File: config.mk
export PLATFORM = sky130hd
export DESIGN_NAME = div_ctrl
export DESIGN_NICKNAME = d
export VERILOG_FILES = /design/src/rtl/div_ctrl.sv
export SDC_FILE = /design/constraint.sdc
export NUM_CORES = 1
export LEC_CHECK = 0
export BUFFER_PORTS_ARGS = -buffer_cell sky130_fd_sc_hd__clkbuf_2
export CAP_MARGIN = 10
export CORE_ASPECT_RATIO = 0.9
export CORE_UTILIZATION = 60
export DETAILED_ROUTE_END_ITERATION = 6
export GPL_TIMING_DRIVEN = 0
export PLACE_DENSITY = 0.82
export SLEW_MARGIN = 20
export SYNTH_ARGS = -nofsm -noshare
export SYNTH_HDL_FRONTEND = slang
export SYNTH_SLANG_ARGS = --single-unit
File: constraint.sdc
create_clock -name clk -period 11.61 [get_ports clk]
set_input_delay 1.7415 -clock clk [delete_from_list [all_inputs] [get_ports clk]]
set_output_delay 1.7415 -clock clk [all_outputs]
set_load 0.05 [all_outputs]
File: src/rtl/div_ctrl.sv
// Multi-cycle radix-2 restoring divider sequencer for MIPS DIV/DIVU.
// Stalls the pipeline while iterating and strobes the HI/LO write once per result.
module div_ctrl #(
  parameter int WIDTH = 32
) (
  input  logic             clk,
  input  logic             rst,
  input  logic             start,
  input  logic             signed_div,
  input  logic             annul,
  input  logic [WIDTH-1:0] opdata1,
  input  logic [WIDTH-1:0] opdata2,
  output logic             stall_req,
  output logic             o_valid,
  output logic             hilo_we,
  output logic [WIDTH-1:0] o_hi,
  output logic [WIDTH-1:0] o_lo
);

  localparam int CNT_W = (WIDTH > 1) ? $clog2(WIDTH) : 1;

  typedef enum logic [1:0] {S_IDLE, S_BYZERO, S_BUSY, S_DONE} state_t;

  state_t             r_state;
  state_t             w_next;
  logic [CNT_W-1:0]   r_cnt;
  logic [2*WIDTH-1:0] r_work;
  logic [WIDTH-1:0]   r_dsor;
  logic               r_neg_q;
  logic               r_neg_r;
  logic               r_we;

  logic signed [WIDTH-1:0] w_op1_s;
  logic signed [WIDTH-1:0] w_op2_s;
  logic                    w_neg1;
  logic                    w_neg2;
  logic [WIDTH-1:0]        w_mag1;
  logic [WIDTH-1:0]        w_mag2;
  logic [WIDTH:0]          w_diff;
  logic [2*WIDTH-1:0]      w_step;
  logic                    w_accept;
  logic                    w_last;

  function automatic logic [WIDTH-1:0] cond_neg(input logic [WIDTH-1:0] v, input logic neg);
    return neg ? (~v + WIDTH'(1)) : v;
  endfunction

  assign w_op1_s  = opdata1;
  assign w_op2_s  = opdata2;
  assign w_neg1   = signed_div && (w_op1_s < 0);
  assign w_neg2   = signed_div && (w_op2_s < 0);
  assign w_mag1   = cond_neg(opdata1, w_neg1);
  assign w_mag2   = cond_neg(opdata2, w_neg2);
  assign w_accept = (r_state == S_IDLE) && start && !annul;
  assign w_last   = (r_cnt == CNT_W'(WIDTH - 1));

  // Shift-and-trial-subtract step; the partial remainder never exceeds the divisor,
  // so it fits in WIDTH bits once the shifted-in dividend bit is consumed.
  assign w_diff = r_work[2*WIDTH-1:WIDTH-1] - {1'b0, r_dsor};
  assign w_step = w_diff[WIDTH] ? {r_work[2*WIDTH-2:0], 1'b0}
                                : {w_diff[WIDTH-1:0], r_work[WIDTH-2:0], 1'b1};

  always_comb begin
    w_next    = r_state;
    stall_req = 1'b0;
    case (r_state)
      S_IDLE: begin
        if (start && !annul) begin
          stall_req = 1'b1;
          w_next    = (opdata2 == '0) ? S_BYZERO : S_BUSY;
        end
      end
      S_BYZERO: begin
        stall_req = 1'b1;
        w_next    = annul ? S_IDLE : S_DONE;
      end
      S_BUSY: begin
        stall_req = 1'b1;
        if (annul)       w_next = S_IDLE;
        else if (w_last) w_next = S_DONE;
      end
      S_DONE: begin
        if (annul || !start) w_next = S_IDLE;
      end
      default: w_next = S_IDLE;
    endcase
  end

  assign o_valid = (r_state == S_DONE);
  assign hilo_we = r_we;

  // Control state and result registers
  always_ff @(posedge clk) begin
    if (rst) begin
      r_state <= S_IDLE;
      r_cnt   <= '0;
      r_we    <= 1'b0;
      o_hi    <= '0;
      o_lo    <= '0;
    end else begin
      r_state <= w_next;
      r_we    <= (w_next == S_DONE) && (r_state != S_DONE);
      if (r_state == S_BUSY) r_cnt <= r_cnt + CNT_W'(1);
      else                   r_cnt <= '0;
      if (r_state == S_BYZERO && !annul) begin
        o_hi <= '0;
        o_lo <= '0;
      end else if (r_state == S_BUSY && w_last && !annul) begin
        o_hi <= cond_neg(w_step[2*WIDTH-1:WIDTH], r_neg_r);
        o_lo <= cond_neg(w_step[WIDTH-1:0], r_neg_q);
      end
    end
  end

  // Iteration datapath
  always_ff @(posedge clk) begin
    if (w_accept) begin
      r_work  <= {{WIDTH{1'b0}}, w_mag1};
      r_dsor  <= w_mag2;
      r_neg_r <= w_neg1;
      r_neg_q <= w_neg1 ^ w_neg2;
    end else if (r_state == S_BUSY) begin
      r_work <= w_step;
    end
  end

endmodule

== After elaboration in Yosys (flattened, before gate mapping) ==
Cells that the tools add are included.
W data, S select, Z words.

* Register bits after elaboration: 170

* Add/sub/neg operators: 6
* Order comparisons: 2
* Equality and inequality tests: 6
* Multiplexer cells: 16
* Bitwise operators: 6
* Reductions and logical operators: 18

{| class="wikitable"
|+ Operators by type and width
! cell !! number
|-
| $mux W32 || 6
|-
| $add A32 B1 Y32 const B || 4
|-
| $not A32 Y32 || 4
|-
| $lt A32 B1 Y1 const B || 2
|-
| $mux W64 || 1
|-
| $sub A33 B32 Y33 || 1
|-
| $logic_not A32 Y1 || 1
|-
| $mux W2 || 6
|-
| $logic_and A1 B1 Y1 || 9
|-
| $pmux W2 S4 || 1
|-
| $eq A2 B2 Y1 const B || 3
|-
| $reduce_or A2 Y1 || 3
|-
| $add A5 B1 Y5 const B || 1
|-
| $eq A5 B5 Y1 const B || 1
|-
| $eq A2 B1 Y1 const B || 1
|-
| $logic_not A1 Y1 || 2
|-
| $logic_not A2 Y1 || 1
|-
| $ne A2 B2 Y1 const B || 1
|-
| $pmux W1 S2 || 1
|-
| $reduce_bool A2 Y1 || 1
|-
| $logic_or A1 B1 Y1 || 1
|-
| $mux W1 || 1
|-
| $not A1 Y1 || 1
|-
| $xor A1 B1 Y1 || 1
|}

== Longest topological paths before layout ==
* Depth after elaboration: 6
* Gate-level depth with buffers: 25

== Least setup slack after synthesis ==
No wires, ideal clock.

* Path type: register to register
* From: reg r_work[31]
* To: reg o_hi[30]
* Setup time: 0.127 ns
* Arrival: 5.126 ns
* Path slack: 6.357 ns
* Stages on the path, launching flop included: 24
* Buffers on the path: 4
* Period minus slack after synthesis: 5.253 ns
* Path through: edfxtp_1 inv_1 ha_1 fa_1 nand2b_1 a211oi_2 o21ai_1 a21oi_2 o21a_1 buf_6 nor2_4 inv_2 buf_6 buf_2 buf_1 nor2_1 a21oi_1 ha_1 nand3b_1 or4_1 or3_1 a2111oi_4 mux2i_1 or3_1

* Word-level cells in the longest chain between the ends: 5

{| class="wikitable"
|+ Ends and longest elaborated chain
! item !! line !! text
|-
| start: declaration || 27 || <nowiki>logic [2*WIDTH-1:0] r_work;</nowiki>
|-
| start signal: assignment || 118 || <nowiki>r_work <= {{WIDTH{1'b0}}, w_mag1};</nowiki>
|-
| start signal: assignment || 123 || <nowiki>r_work <= w_step;</nowiki>
|-
| $sub A33 B32 Y33 || 59 || <nowiki>assign w_diff = r_work[2*WIDTH-1:WIDTH-1] - {1'b0, r_dsor};</nowiki>
|-
| $mux W64 (*) || 60 || <nowiki>assign w_step = w_diff[WIDTH] ? {r_work[2*WIDTH-2:0], 1'b0}</nowiki>
|-
| $not A32 Y32 || 45 || <nowiki>return neg ? (~v + WIDTH'(1)) : v;</nowiki>
|-
| $add A32 B1 Y32 || 45 ||
|-
| $mux W32 (*) || 45 ||
|-
| end signal: assignment || 109 || <nowiki>o_hi <= cond_neg(w_step[2*WIDTH-1:WIDTH], r_neg_r);</nowiki>
|-
| end: declaration || 16 || <nowiki>output logic [WIDTH-1:0] o_hi,</nowiki>
|}

Mark *: on every way between the ends. The rest lies on a longest branch, timed or not.
A chain may end at the register's enable or synchronous reset.

== Worst setup path after layout ==
Same ends and word-level chain as after synthesis.

==> impl_metrics.yaml <==
synth:
  cells_after_synthesis: 1421
  postSynthAreaPerCell_um2: 8.351
  synth_top_area_share_pct: 17.55
  flip_flop_and_latch_count_after_synthesis: 170
  summed_instance_area_of_the_synthesized_netlist_mm2: 0.01187
  netlist_top_cells_area: "sky130_fd_sc_hd__dfxtp_1, sky130_fd_sc_hd__edfxtp_1, sky130_fd_sc_hd__xor2_1, sky130_fd_sc_hd__o21ai_0, sky130_fd_sc_hd__nor2_1"
  synth_enable_flop_cells: 66
  synthesis.nets: 1534
  yosysWarnings: 0
  dominantRegCellSynth: "sky130_fd_sc_hd__dfxtp_1"
  seq_area_frac_synth_pct: 34.25
  synth.lib_cells_used.distinct: 92
  synth_largest_area_cell: "sky130_fd_sc_hd__dfxtp_1"
  async_reset_ff_share_pct: 0
floorplan:
  fp.dieW_um: 150.2
  die-area_mm2: 0.02034
  pin_count: 136
  initial_utilization_pct: 61.55
  placeableCoreArea_mm2: 0.01928
  core.rowCount: 48
  die_height_um: 135.4
global_routing:
  grt_antenna_before_repair: 1
  grt_remaining_overflow: 0
  first_global_vias: 10860
  track_usage_pct: 36.80
  grt_start_max_net_pins: 33
  grt_first_pass_wirelength_um: 57310
power_and_ir_drop:
  peakVddDrop_mv: 0.1950
  cellInternalPower_mw: 1.858
  power_frac_seq_pct: 26.1
  power.share.combinational_pct: 58.3
  power-per-cell-area_mw_per_mm2: 275.3
  power_switching_share_pct: 49.96
  fin_total_pwr_mw: 3.712
  p_switching_mw: 1.855
  clock_power_share_pct: 15.6
  leakage_nw: 5.279
sta:
  fmax_mhz: 138.0
  clock-skew-final_ps: 12.07
  finalSetupTns_ps: 0
  min_period_ps: 7244
  setup_violations: 0
  final_critical_path_setup_slack_ps: 4366
  final.period_utilization_pct: 62.39
  slew-limit-headroom_pct: 40.39
  rsz0062_at_grt: "no"
  final_hold_vio_count: 0
  drv_slew: 0
  timing_worst_slew_pin_value_ps: 891.9
clock_network:
  cts_sinks: 170
  clk_pin_slew_ps: 70
  holdBufCountCts: 0
  postCtsResizedCells: 0
  root_buffer: "sky130_fd_sc_hd__clkbuf_16"
  clock_latency_ps: 440
  cts_htree_levels: 4
  cts_made_buffers: 17
  clock_path_buffers: 2
  cts_setup_buffers: 0
  cts_tree: "done"
route:
  firstDrtPassIters: 5
  drcViolationCount: 0
  routed_via_density: 6.481
  wl_per_cell_um: 20.13
  detailroute.via_count: 11930
  route.final.wire_length_um: 37040
  met3RoutedLength_um: 4130
  met1_length_um: 15940
  topRoutingLayerUsed: "met5"
  detail_route.iter0.violations: 1337
  met2_wirelength_um: 16030
  route.antenna.remaining_nets: 0
cells_and_area:
  layout-drive-gt1-share_pct: 14.47
  final_net_count: 1690
  antenna-diode-count: 0
  finish.instance_area_mm2: 0.01349
  multiInputGateArea_mm2: 0.007254
  ff_latch_area_mm2: 0.004064
  fillCellCount: 1605
  area_growth_pct: 13.65
  stdcell_count: 1840
worst_setup_path:
  endpoint_kind: "register"
  timing.critical_path.required_ps: 11920
  crit_path_top_delay_cell: "sky130_fd_sc_hd__buf_1"
  cp.buffers_inverters: 6
  crit_path_start_kind: "register"
  cp.arrival_ps: 7560
  crit_path_max_incr_delay_ps: 600
  cp_top_family: "compound AO/OA/AOI/OAI gates"
  crit_fanout: 10
  start_to_end_type_of_the_worst_setup_path: "register to register"
place:
  dp_hpwl_um: 28590
  placed_cell_area_mm2: 0.01290
  dpl_worst_slack_ps: 4813
  finalWeightedCongestion: 1.008
  dpl.cell_count: 1808
  io_buffers: 135
run_status:
  run_status: "finished clean"
job:
  drv.max_cap_violation_count: 0
worst_hold_path:
  hold_class: "register to register"
[power by group through the flow]
stage | logic, mW | clock network (mW) | registers (mW)
global route | 2.35 | 0.602 | 0.983
detailed placement | 2.08 | 0 | 0.970
global placement | 2.03 | 0 | 0.971
finish | 2.17 | 0.580 | 0.967
floorplan | 1.55 | 0 | 0.919
CTS | 2.10 | 0.577 | 0.959
[per-stage QoR]
stage               utilization [%]  hold WS [ps]
floorplan                         -         417.5
global placement              66.68         429.4
detailed placement            66.91         445.9
CTS                           69.96         455.5
global route                  69.96         482.4
finish                        69.96         448.8
[per-layer routing]
layer | vias to the layer above | global-route usage (%)
met5 | - | 0
met4 | 2 | 11.67
met3 | 71 | 9.192
met2 | 654 | 54.73
met1 | 5643 | 52.09
li1 | 5555 | -
[layout by cell type, fill, tap and decap left out, types with 14 or more instances in the layout]
cell and n:
sky130_fd_sc_hd__or4_1 14, sky130_fd_sc_hd__or3_1 19, sky130_fd_sc_hd__a211oi_1 59, sky130_fd_sc_hd__a21oi_1 81
sky130_fd_sc_hd__xor2_1 73, sky130_fd_sc_hd__nand2_1 136, sky130_fd_sc_hd__nand4_1 14, sky130_fd_sc_hd__nor4_1 17
sky130_fd_sc_hd__mux2i_1 25, sky130_fd_sc_hd__buf_2 15, sky130_fd_sc_hd__o31ai_1 22, sky130_fd_sc_hd__clkbuf_2 136
sky130_fd_sc_hd__nor2_1 145, sky130_fd_sc_hd__edfxtp_1 66, sky130_fd_sc_hd__and2_1 15, sky130_fd_sc_hd__o21ai_0 120
sky130_fd_sc_hd__xnor2_1 50, sky130_fd_sc_hd__nand3_1 27, sky130_fd_sc_hd__clkbuf_16 18, sky130_fd_sc_hd__nand2b_1 16
sky130_fd_sc_hd__nor3_1 39, sky130_fd_sc_hd__inv_1 59, sky130_fd_sc_hd__ha_1 43, sky130_fd_sc_hd__clkbuf_1 50
sky130_fd_sc_hd__dfxtp_1 104
[final timing paths]
kind / slack [ps] / cells past startpoint / end / startpoint
setup reg to reg: 4370 / 25 / o_hi[30] / r_work[31]
setup / recovery: 4370 / 25 / o_hi[30] / r_work[31]
hold / removal: 450 / 2 / o_hi[29] / o_hi[29]
hold reg to reg: 450 / 2 / o_hi[29] / o_hi[29]
[worst min-delay path, stage by stage, from the launching register on]
cell	delay, ps
sky130_fd_sc_hd__dfxtp_1	310
sky130_fd_sc_hd__nand2_1	50
sky130_fd_sc_hd__o21ai_1	50
[sequential cells by signal, summed over array words and instances, names as in the netlist]
signal   flops
r_cnt        5
r_neg_r      1
o_lo        32
hilo_we      1
r_neg_q      1
o_hi        32
r_dsor      32
r_state      2
r_work      64
[logic make-up after synthesis]
family,Yosys count,share of synthesized area [%]
adder cells (fa/ha/maj),44,4.703
XOR/XNOR,123,9.078
flip-flops,170,34.25
AND/OR/NAND/NOR,492,20.14
multiplexers,29,2.488
AO/OA/AOI/OAI,431,24.69
buffers and inverters,132,4.650
[cell type report]
cell class              instances  share of cell area, %
flip-flops and latches        170                  30.13
clock buffers                  20                  3.395
multi-input cells            1119                  53.79
repair buffers                137                  5.307
clock inverters                12                 0.9556
well taps                     250                  2.319
inverters                      61                  1.698
plain buffers                  71                  2.403
[synthesized netlist by cell type (12+ instances only)]
cell,n
sky130_fd_sc_hd__nand3_1,27
sky130_fd_sc_hd__or3_1,19
sky130_fd_sc_hd__o31ai_1,22
sky130_fd_sc_hd__clkbuf_1,49
sky130_fd_sc_hd__xnor2_1,50
sky130_fd_sc_hd__mux2i_1,25
sky130_fd_sc_hd__buf_2,15
sky130_fd_sc_hd__ha_1,43
sky130_fd_sc_hd__o41ai_1,12
sky130_fd_sc_hd__nor2_1,145
sky130_fd_sc_hd__nor3_1,39
sky130_fd_sc_hd__and2_1,15
sky130_fd_sc_hd__nand2b_1,17
sky130_fd_sc_hd__o21ai_0,120
sky130_fd_sc_hd__a211oi_1,59
sky130_fd_sc_hd__edfxtp_1,66
sky130_fd_sc_hd__o211ai_1,12
sky130_fd_sc_hd__xor2_1,73
sky130_fd_sc_hd__a31oi_1,12
sky130_fd_sc_hd__a21oi_1,81
sky130_fd_sc_hd__or4_1,14
sky130_fd_sc_hd__dfxtp_1,104
sky130_fd_sc_hd__nand4_1,14
sky130_fd_sc_hd__nand2_1,136
sky130_fd_sc_hd__nor4_1,17
sky130_fd_sc_hd__inv_1,59
(Power assumes the default switching activity.)
